--- config.mk ---
export PLATFORM = sky130hd
export DESIGN_NAME = button_input_capture_flat
export DESIGN_NICKNAME = d
export VERILOG_FILES = /design/src/rtl/button_input_capture_if.sv /design/src/rtl/button_input_capture.sv /design/src/flat_wrapper.sv
export SDC_FILE = /design/constraint.sdc
export NUM_CORES = 1
export LEC_CHECK = 0
export ABC_AREA = 1
export BUFFER_PORTS_ARGS = -buffer_cell sky130_fd_sc_hd__buf_2
export CORE_ASPECT_RATIO = 1.1
export CORE_MARGIN = 2
export CORE_UTILIZATION = 45
export CTS_CLUSTER_SIZE = 14
export DETAILED_ROUTE_END_ITERATION = 8
export SYNTH_ARGS = -nofsm -noshare
export SYNTH_HDL_FRONTEND = slang
export SYNTH_SLANG_ARGS = --single-unit
export TNS_END_PERCENT = 50
--- constraint.sdc ---
create_clock -name clk -period 4.8 [get_ports clk]
set_input_delay 0.72 -clock clk [delete_from_list [all_inputs] [get_ports clk]]
set_output_delay 0.72 -clock clk [all_outputs]
set_load 0.005 [all_outputs]
--- src/rtl/button_input_capture_if.sv ---
// Player-button bundle between the button front end and the game controller.
// The controller side drives the raw levels and enable; the front end returns the accepted press.
interface button_input_capture_if;
   logic [3:0] btn_raw;
   logic       enable;
   logic [3:0] user_input;
   logic       input_valid;
   logic       multi_press_err;
   logic [3:0] btn_held;

   modport master (
      output btn_raw,
      output enable,
      input  user_input,
      input  input_valid,
      input  multi_press_err,
      input  btn_held
   );

   modport slave (
      input  btn_raw,
      input  enable,
      output user_input,
      output input_valid,
      output multi_press_err,
      output btn_held
   );
endinterface

--- src/rtl/button_input_capture.sv ---
// Synchronizes and debounces the four Simon Says buttons and turns a clean
// single-button press into a one-cycle accept strobe, or a reject strobe for chords.
module button_input_capture #(
   parameter int DEBOUNCE_CYCLES = 16,
   parameter int CNT_W           = 16
) (
   input logic                   clk,
   input logic                   rst,
   button_input_capture_if.slave bus
);

   typedef enum logic {
      IDLE,
      WAIT_RELEASE
   } state_e;

   localparam logic [CNT_W-1:0] CNT_LAST = CNT_W'(DEBOUNCE_CYCLES - 1);

   logic [3:0]       sync1_q, sync2_q;
   logic [3:0]       stable_q, stable_d;
   logic [3:0]       stableDly_q;
   logic [CNT_W-1:0] cnt_q [4];
   logic [CNT_W-1:0] cnt_d [4];
   logic [1:0]       warm_q, warm_d;
   state_e           state_q, state_d;
   logic [3:0]       userInput_q, userInput_d;
   logic             inputValid_q, inputValid_d;
   logic             multiErr_q, multiErr_d;

   logic [3:0]       rise;
   logic             singleRise;
   logic             noOtherHeld;
   logic             releaseSeen;

   always_comb begin
      stable_d = stable_q;
      for (int i = 0; i < 4; i++) begin
         cnt_d[i] = '0;
         if (sync2_q[i] != stable_q[i]) begin
            if (cnt_q[i] == CNT_LAST) begin
               stable_d[i] = sync2_q[i];
            end else begin
               cnt_d[i] = cnt_q[i] + CNT_W'(1);
            end
         end
      end
   end

   assign rise        = stable_q & ~stableDly_q;
   assign singleRise  = (rise != 4'd0) && ((rise & (rise - 4'd1)) == 4'd0);
   assign noOtherHeld = (stable_q & ~rise) == 4'd0;

   // The sync flops are cleared by reset, so "released" only counts once the
   // pipeline has refilled with real samples; a button held through reset stays blocked.
   assign warm_d      = (warm_q == 2'd2) ? warm_q : warm_q + 2'd1;
   assign releaseSeen = (warm_q == 2'd2) && (stable_q == 4'd0) &&
                        (sync1_q == 4'd0) && (sync2_q == 4'd0);

   always_comb begin
      state_d      = state_q;
      userInput_d  = userInput_q;
      inputValid_d = 1'b0;
      multiErr_d   = 1'b0;
      case (state_q)
         IDLE: begin
            if (!bus.enable) begin
               state_d = WAIT_RELEASE;
            end else if (singleRise && noOtherHeld) begin
               userInput_d  = rise;
               inputValid_d = 1'b1;
               state_d      = WAIT_RELEASE;
            end else if (rise != 4'd0) begin
               multiErr_d = 1'b1;
               state_d    = WAIT_RELEASE;
            end
         end
         WAIT_RELEASE: begin
            if (releaseSeen && bus.enable) begin
               state_d = IDLE;
            end
         end
         default: state_d = WAIT_RELEASE;
      endcase
   end

   always_ff @(posedge clk or posedge rst) begin
      if (rst) begin
         sync1_q      <= '0;
         sync2_q      <= '0;
         stable_q     <= '0;
         stableDly_q  <= '0;
         for (int i = 0; i < 4; i++) begin
            cnt_q[i] <= '0;
         end
         warm_q       <= '0;
         state_q      <= WAIT_RELEASE;
         userInput_q  <= '0;
         inputValid_q <= 1'b0;
         multiErr_q   <= 1'b0;
      end else begin
         sync1_q      <= bus.btn_raw;
         sync2_q      <= sync1_q;
         stable_q     <= stable_d;
         stableDly_q  <= stable_q;
         for (int i = 0; i < 4; i++) begin
            cnt_q[i] <= cnt_d[i];
         end
         warm_q       <= warm_d;
         state_q      <= state_d;
         userInput_q  <= userInput_d;
         inputValid_q <= inputValid_d;
         multiErr_q   <= multiErr_d;
      end
   end

   assign bus.user_input      = userInput_q;
   assign bus.input_valid     = inputValid_q;
   assign bus.multi_press_err = multiErr_q;
   assign bus.btn_held        = stable_q;

endmodule

--- src/flat_wrapper.sv ---
// flat-port wrapper written by rule: the top's interface ports become plain ports
module button_input_capture_flat 
#(
   parameter int DEBOUNCE_CYCLES = 16,
   parameter int CNT_W           = 16
)
  (clk, rst, bus_btn_raw, bus_enable, bus_user_input, bus_input_valid, bus_multi_press_err, bus_btn_held);
  button_input_capture_if bus_i ();
  input logic clk;
  input logic rst;
  input wire logic [$bits(bus_i.btn_raw)-1:0] bus_btn_raw;
  input wire logic [$bits(bus_i.enable)-1:0] bus_enable;
  output wire logic [$bits(bus_i.user_input)-1:0] bus_user_input;
  output wire logic [$bits(bus_i.input_valid)-1:0] bus_input_valid;
  output wire logic [$bits(bus_i.multi_press_err)-1:0] bus_multi_press_err;
  output wire logic [$bits(bus_i.btn_held)-1:0] bus_btn_held;
  assign bus_i.btn_raw = bus_btn_raw;
  assign bus_i.enable = bus_enable;
  assign bus_user_input = bus_i.user_input;
  assign bus_input_valid = bus_i.input_valid;
  assign bus_multi_press_err = bus_i.multi_press_err;
  assign bus_btn_held = bus_i.btn_held;
  button_input_capture #(.DEBOUNCE_CYCLES(DEBOUNCE_CYCLES), .CNT_W(CNT_W)) u_core (.clk(clk), .rst(rst), .bus(bus_i));
endmodule
# [Word level (Yosys, flattened, before mapping)]
# Cells that the tools add are included.
[totals] regBits=89 inputBits=7 output_inout_bits=10 wordCells=73
[classes] n_addsub=6 eq_ne=9 n_mux=19 bitwise_logic=6 reduce_logical=17
[ops] cell="2-to-1 mux 16 bit" n=8
[ops] cell="adder 16 x 1 -> 16 bit, second input constant" n=4
[ops] cell="equality test 16 x 4 -> 1 bit, second input constant" n=4
[ops] cell="zero test 4 bit" n=5
[ops] cell="AND 4 bit" n=3
[ops] cell="2-to-1 mux 1 bit" n=10
[ops] cell="inverter 4 bit" n=2
[ops] cell="AND reduction 2 bit" n=4
[ops] cell="logical AND 1 bit" n=6
[ops] cell="inequality test 1 bit" n=4
[ops] cell="nonzero test 4 bit" n=1
[ops] cell="subtractor 4 x 1 -> 4 bit, second input constant" n=1
[ops] cell="AND reduction 3 bit" n=1
[ops] cell="adder 2 x 1 -> 2 bit, second input constant" n=1
[ops] cell="equality test 2 bit, second input constant" n=1
[ops] cell="one-hot mux 1 bit (2 select lines)" n=1
[ops] cell="inverter 1 bit" n=1

# [Longest topological paths before layout]
[logic_depth] word_depth=10 ltp_mapped=10 depth_no_buf=10

# [Worst setup path after synthesis]
# OpenSTA, ideal clock, no wires.
[synth_timing] path_type="input to register" from="input port bus_enable" to="register u_core.userInput_q[0], in the netlist u_core.bus.user_input[0]" setup_time_ns=0.117 arrival_ns=1.212 required_ns=4.683 slack_ns=3.471 path_stages=5 cell_sequence="inv_1 -> nor2_1 -> nand2_4 -> nand2_1 -> nand2_1"
[synth_via] elab_chain_len=1
[synth_rtl] element="from (decl)" line="flat_wrapper.sv:12" rtl="input wire logic [$bits(bus_i.enable)-1:0] bus_enable;"
[synth_rtl] element="AND reduction 3 bit (no line)"
[synth_rtl] element="to (signal assigned)" line="button_input_capture.sv:110" rtl="userInput_q <= userInput_d;"
[synth_rtl] element="to (decl)" line="button_input_capture.sv:26" rtl="logic [3:0] userInput_q, userInput_d;"
# No other way between the ends.
# A chain may end at the register's enable or synchronous reset.

# [Final worst setup path]
[layout_timing] from="register u_core.stable_q[3], in the netlist u_core.bus.btn_held[3]" to="output port bus_btn_held[3]"
[layout_rtl] element="from (decl)" line="button_input_capture.sv:20" rtl="logic [3:0] stable_q, stable_d;"
[layout_rtl] element="from (signal assigned)" line="button_input_capture.sv:103" rtl="stable_q <= stable_d;"
[layout_rtl] element="to (decl)" line="flat_wrapper.sv:16" rtl="output wire logic [$bits(bus_i.btn_held)-1:0] bus_btn_held;"
# No word-level cell between the ends.

==> summary.txt <==
Timing
  • # setup viols final: 0
  • Final worst path period share: 0.366
  • Slew Limit Headroom: 0.386
  • Pins Over Slew Limit: 0
  • Clock skew: 7.70 ps
  • Final Hold Viols: 0
  • Worst slew pin tran: 921 ps
  • RSZ-0062 raised after global routing: false
  • FMAX: 0.569 GHz
  • Setup TNS: 0 ps
  • Fin crit period: 1760 ps
  • Fin Hold WS: 382 ps

GRT
  • First-pass GRT wire length: 15600 um
  • Vias in the first global route: 3467
  • Largest net degree at the start of global routing: 56
  • Congestion Overflow GR: 0
  • Initial antenna violation count: 0
  • GR Util All Layers: 0.179

Final layout
  • Antenna fix cells: 0
  • Non-Filler Instances: 713
  • Area Overhead vs Synth: 9.00%
  • Commonest non-fill, non-tap cell in the layout: nand2_1
  • Proportion of layout cells with a drive suffix above 1: 0.125
  • Area taken by flip-flops and latches: 0.00223 mm^2
  • Nets: 601
  • Commonest non-fill, non-tap cells in the layout: nand2_1, nor2_1, dfrtp_1, inv_1, nand3_1
  • Multi-input logic area: 0.00204 mm^2
  • Fillers: 958

Place
  • GPL Wtd Cong: 0.900
  • Placed cells: 698
  • Post-detail-place hpwl: 6560 um
  • I/O Buffers: 16

Routing
  • Via count: 3528
  • Max Used Layer: met4
  • Post-route ant nets: 0
  • DRC viols: 0
  • Drt total wl: 8810 um
  • Met2 WL: 4110 um
  • First drt pass iteration count: 5
  • Detailed-route wire length per cell: 12.4 um
  • Vias/cell: 4.95
  • DR iter-0 viols: 139
  • WL met1: 4300 um
  • Routed wl met3: 234 um

Critical path
  • CP Data Required Time: 4080 ps
  • CP Data Arrival Time: 1040 ps
  • Max incr delay on CP: 500 ps
  • Reg2reg setup slack: 3330 ps
  • Worst path buffer plus inverter count: 1
  • CP Launch Type: flop
  • Critical path class: reg -> out
  • CP Cell Sequence: buf_2
  • CP max-delay cell: dfrtp_1
  • R2R cell count: 6
  • Max FO, Critical Path: 8
  • CP Launch Point: u_core.bus.btn_held[3]$_DFFE_PP0P_
  • Launch point of the worst reg-to-reg path: u_core.bus.btn_held[1]$_DFFE_PP0P_
  • CP endpoint kind: primary output
  • Worst reg2reg path endpoint: u_core.cnt_q[46]$_DFF_PP0_
  • Delay-heaviest family, CP: flip-flops

Synthesis
  • Distinct cells, synth: 33
  • Post-Syn Nets: 577
  • Fraction of registers with async set/reset: 1.00
  • Cells after Synth: 565
  • YS warnings: 0
  • Avg Cell Area, Syn: 8.14 um^2
  • Yosys reg bits: 89
  • Share of the synthesized area in the top cell type: 0.479
  • Sequential area share after synthesis: 0.484
  • Area leader, netlist: dfrtp_1
  • Syn Std Cell Area: 0.00460 mm^2
  • EDFF count, synth: 0
  • Synth Flop Type: dfrtp_1
  • Top cells by area, synth: dfrtp_1, nand2_1, nor2_1, inv_1, xor2_1

Clock tree
  • Clk sinks: 89
  • CTS root buf: clkbuf_8
  • Worst-Skew Late Latency: 360 ps
  • CTS tree: built
  • Post-CTS setup buffer count: 0
  • H-tree lvl count: 3
  • Cts bufs inserted: 9
  • Maximum clock path buffer count: 2
  • Resize count post-CTS: 0
  • Register clock-pin slew on the reported worst setup and hold paths: 80 ps
  • CTS Hold Bufs: 0

Min path
  • WHS Path Cells: 0
  • HP Start: u_core.sync1_q[1]$_DFF_PP0_
  • Hold endpoint: u_core.sync2_q[1]$_DFF_PP0_
  • HP Class: reg -> reg

Job
  • Total of max-cap violations: 0

Power
  • Seq pwr share: 0.560
  • Leak: 2.27 nW
  • Clock power frac: 0.404
  • Sw Pwr: 0.300 mW
  • Sw Share: 0.218
  • Cell Int Power: 1.08 mW
  • Pwr dens: 275 mW/mm^2
  • Maximum vdd drop: 0.130 mV
  • Combinational share of power: 0.036

Floorplan
  • Initial cell density of the core: 0.465
  • Die height: 110 um
  • Die width: 100 um
  • Placement Rows: 38
  • Die Area: 0.0110 mm^2
  • Core area: 0.00989 mm^2
  • Io pins: 17

Status
  • Status: finished, final reports clean
## metal layers
metal  track usage  vias up
met5             0        -
met4        0.0871        0
li1              -     1820
met3        0.0309       15
met1         0.237     1658
met2         0.288       35
## cell families after synthesis
kind of cell,synth area share
DFF,0.484
xor gates and xnor gates,0.0552
and+or+nand+nor,0.348
AOI/OAI and AO/OA,0.0258
adders and majority gates,0.0136
buffers and inverters,0.0724
## metrics by stage
step | utilization | power, mW | setup slack (ps) | instance area [um^2]
floorplan | - | 0.825 | 1770 | 4600
global placement | 0.486 | 0.838 | 2830 | 4800
detailed placement | 0.486 | 0.839 | 2820 | 4800
CTS | 0.507 | 1.40 | 3000 | 5010
global route | 0.507 | 1.44 | 2970 | 5010
finish | 0.507 | 1.38 | 3040 | 5010
## power groups by stage
| stage | clock, mW | combinational (mW) | sequential, mW |
|---|---|---|---|
| after global placement | 0 | 0.0516 | 0.786 |
| after detailed placement | 0 | 0.0525 | 0.787 |
| after floorplan | 0 | 0.0407 | 0.784 |
| final | 0.557 | 0.0503 | 0.772 |
| after CTS | 0.579 | 0.0528 | 0.772 |
| after global routing | 0.605 | 0.0603 | 0.774 |
## final cells by class
class | count | area share
well taps | 120 | 0.0299
flip-flops and latches | 89 | 0.444
multi-input cells | 393 | 0.407
clock inverters | 3 | 0.0130
repair buffers | 17 | 0.0175
clock buffers | 12 | 0.0289
inverters | 79 | 0.0596
## worst max-delay path by stage
| stage | endpoint | slack [ps] | cells after the start |
|---|---|---|---|
| floorplan | u_core.bus.btn_held[0]$_DFFE_PP0P_ | 1770 | 1 |
| global placement | u_core.cnt_q[39]$_DFF_PP0_ | 2830 | 3 |
| detailed placement | u_core.cnt_q[38]$_DFF_PP0_ | 2820 | 3 |
| CTS | bus_btn_held[3] | 3000 | 1 |
| global route | bus_btn_held[3] | 2970 | 1 |
| finish | bus_btn_held[3] | 3040 | 1 |
## cells in the mapped netlist (4+ instances only)
cell     number
xor2_1       24
inv_1        75
nor3_2       13
nor2_4        4
o21ai_0      10
dfrtp_1      88
nand4_1      12
nand2_1     111
xnor2_1       5
ha_1          5
a21oi_1       9
nor3_1       20
nand3_2       5
nand2_2       8
nand3_1      40
nor3b_2       4
nor2_1      108
## registers in the layout, indices dropped and copies added (netlist names)
name                        cells
u_core.bus.user_input           4
u_core.bus.btn_held             4
u_core.state_q                  1
u_core.bus.input_valid          1
u_core.sync2_q                  4
u_core.warm_q                   2
u_core.bus.multi_press_err      1
u_core.stableDly_q              4
u_core.sync1_q                  4
u_core.cnt_q                   64
Power figures use the tool's default switching activity.
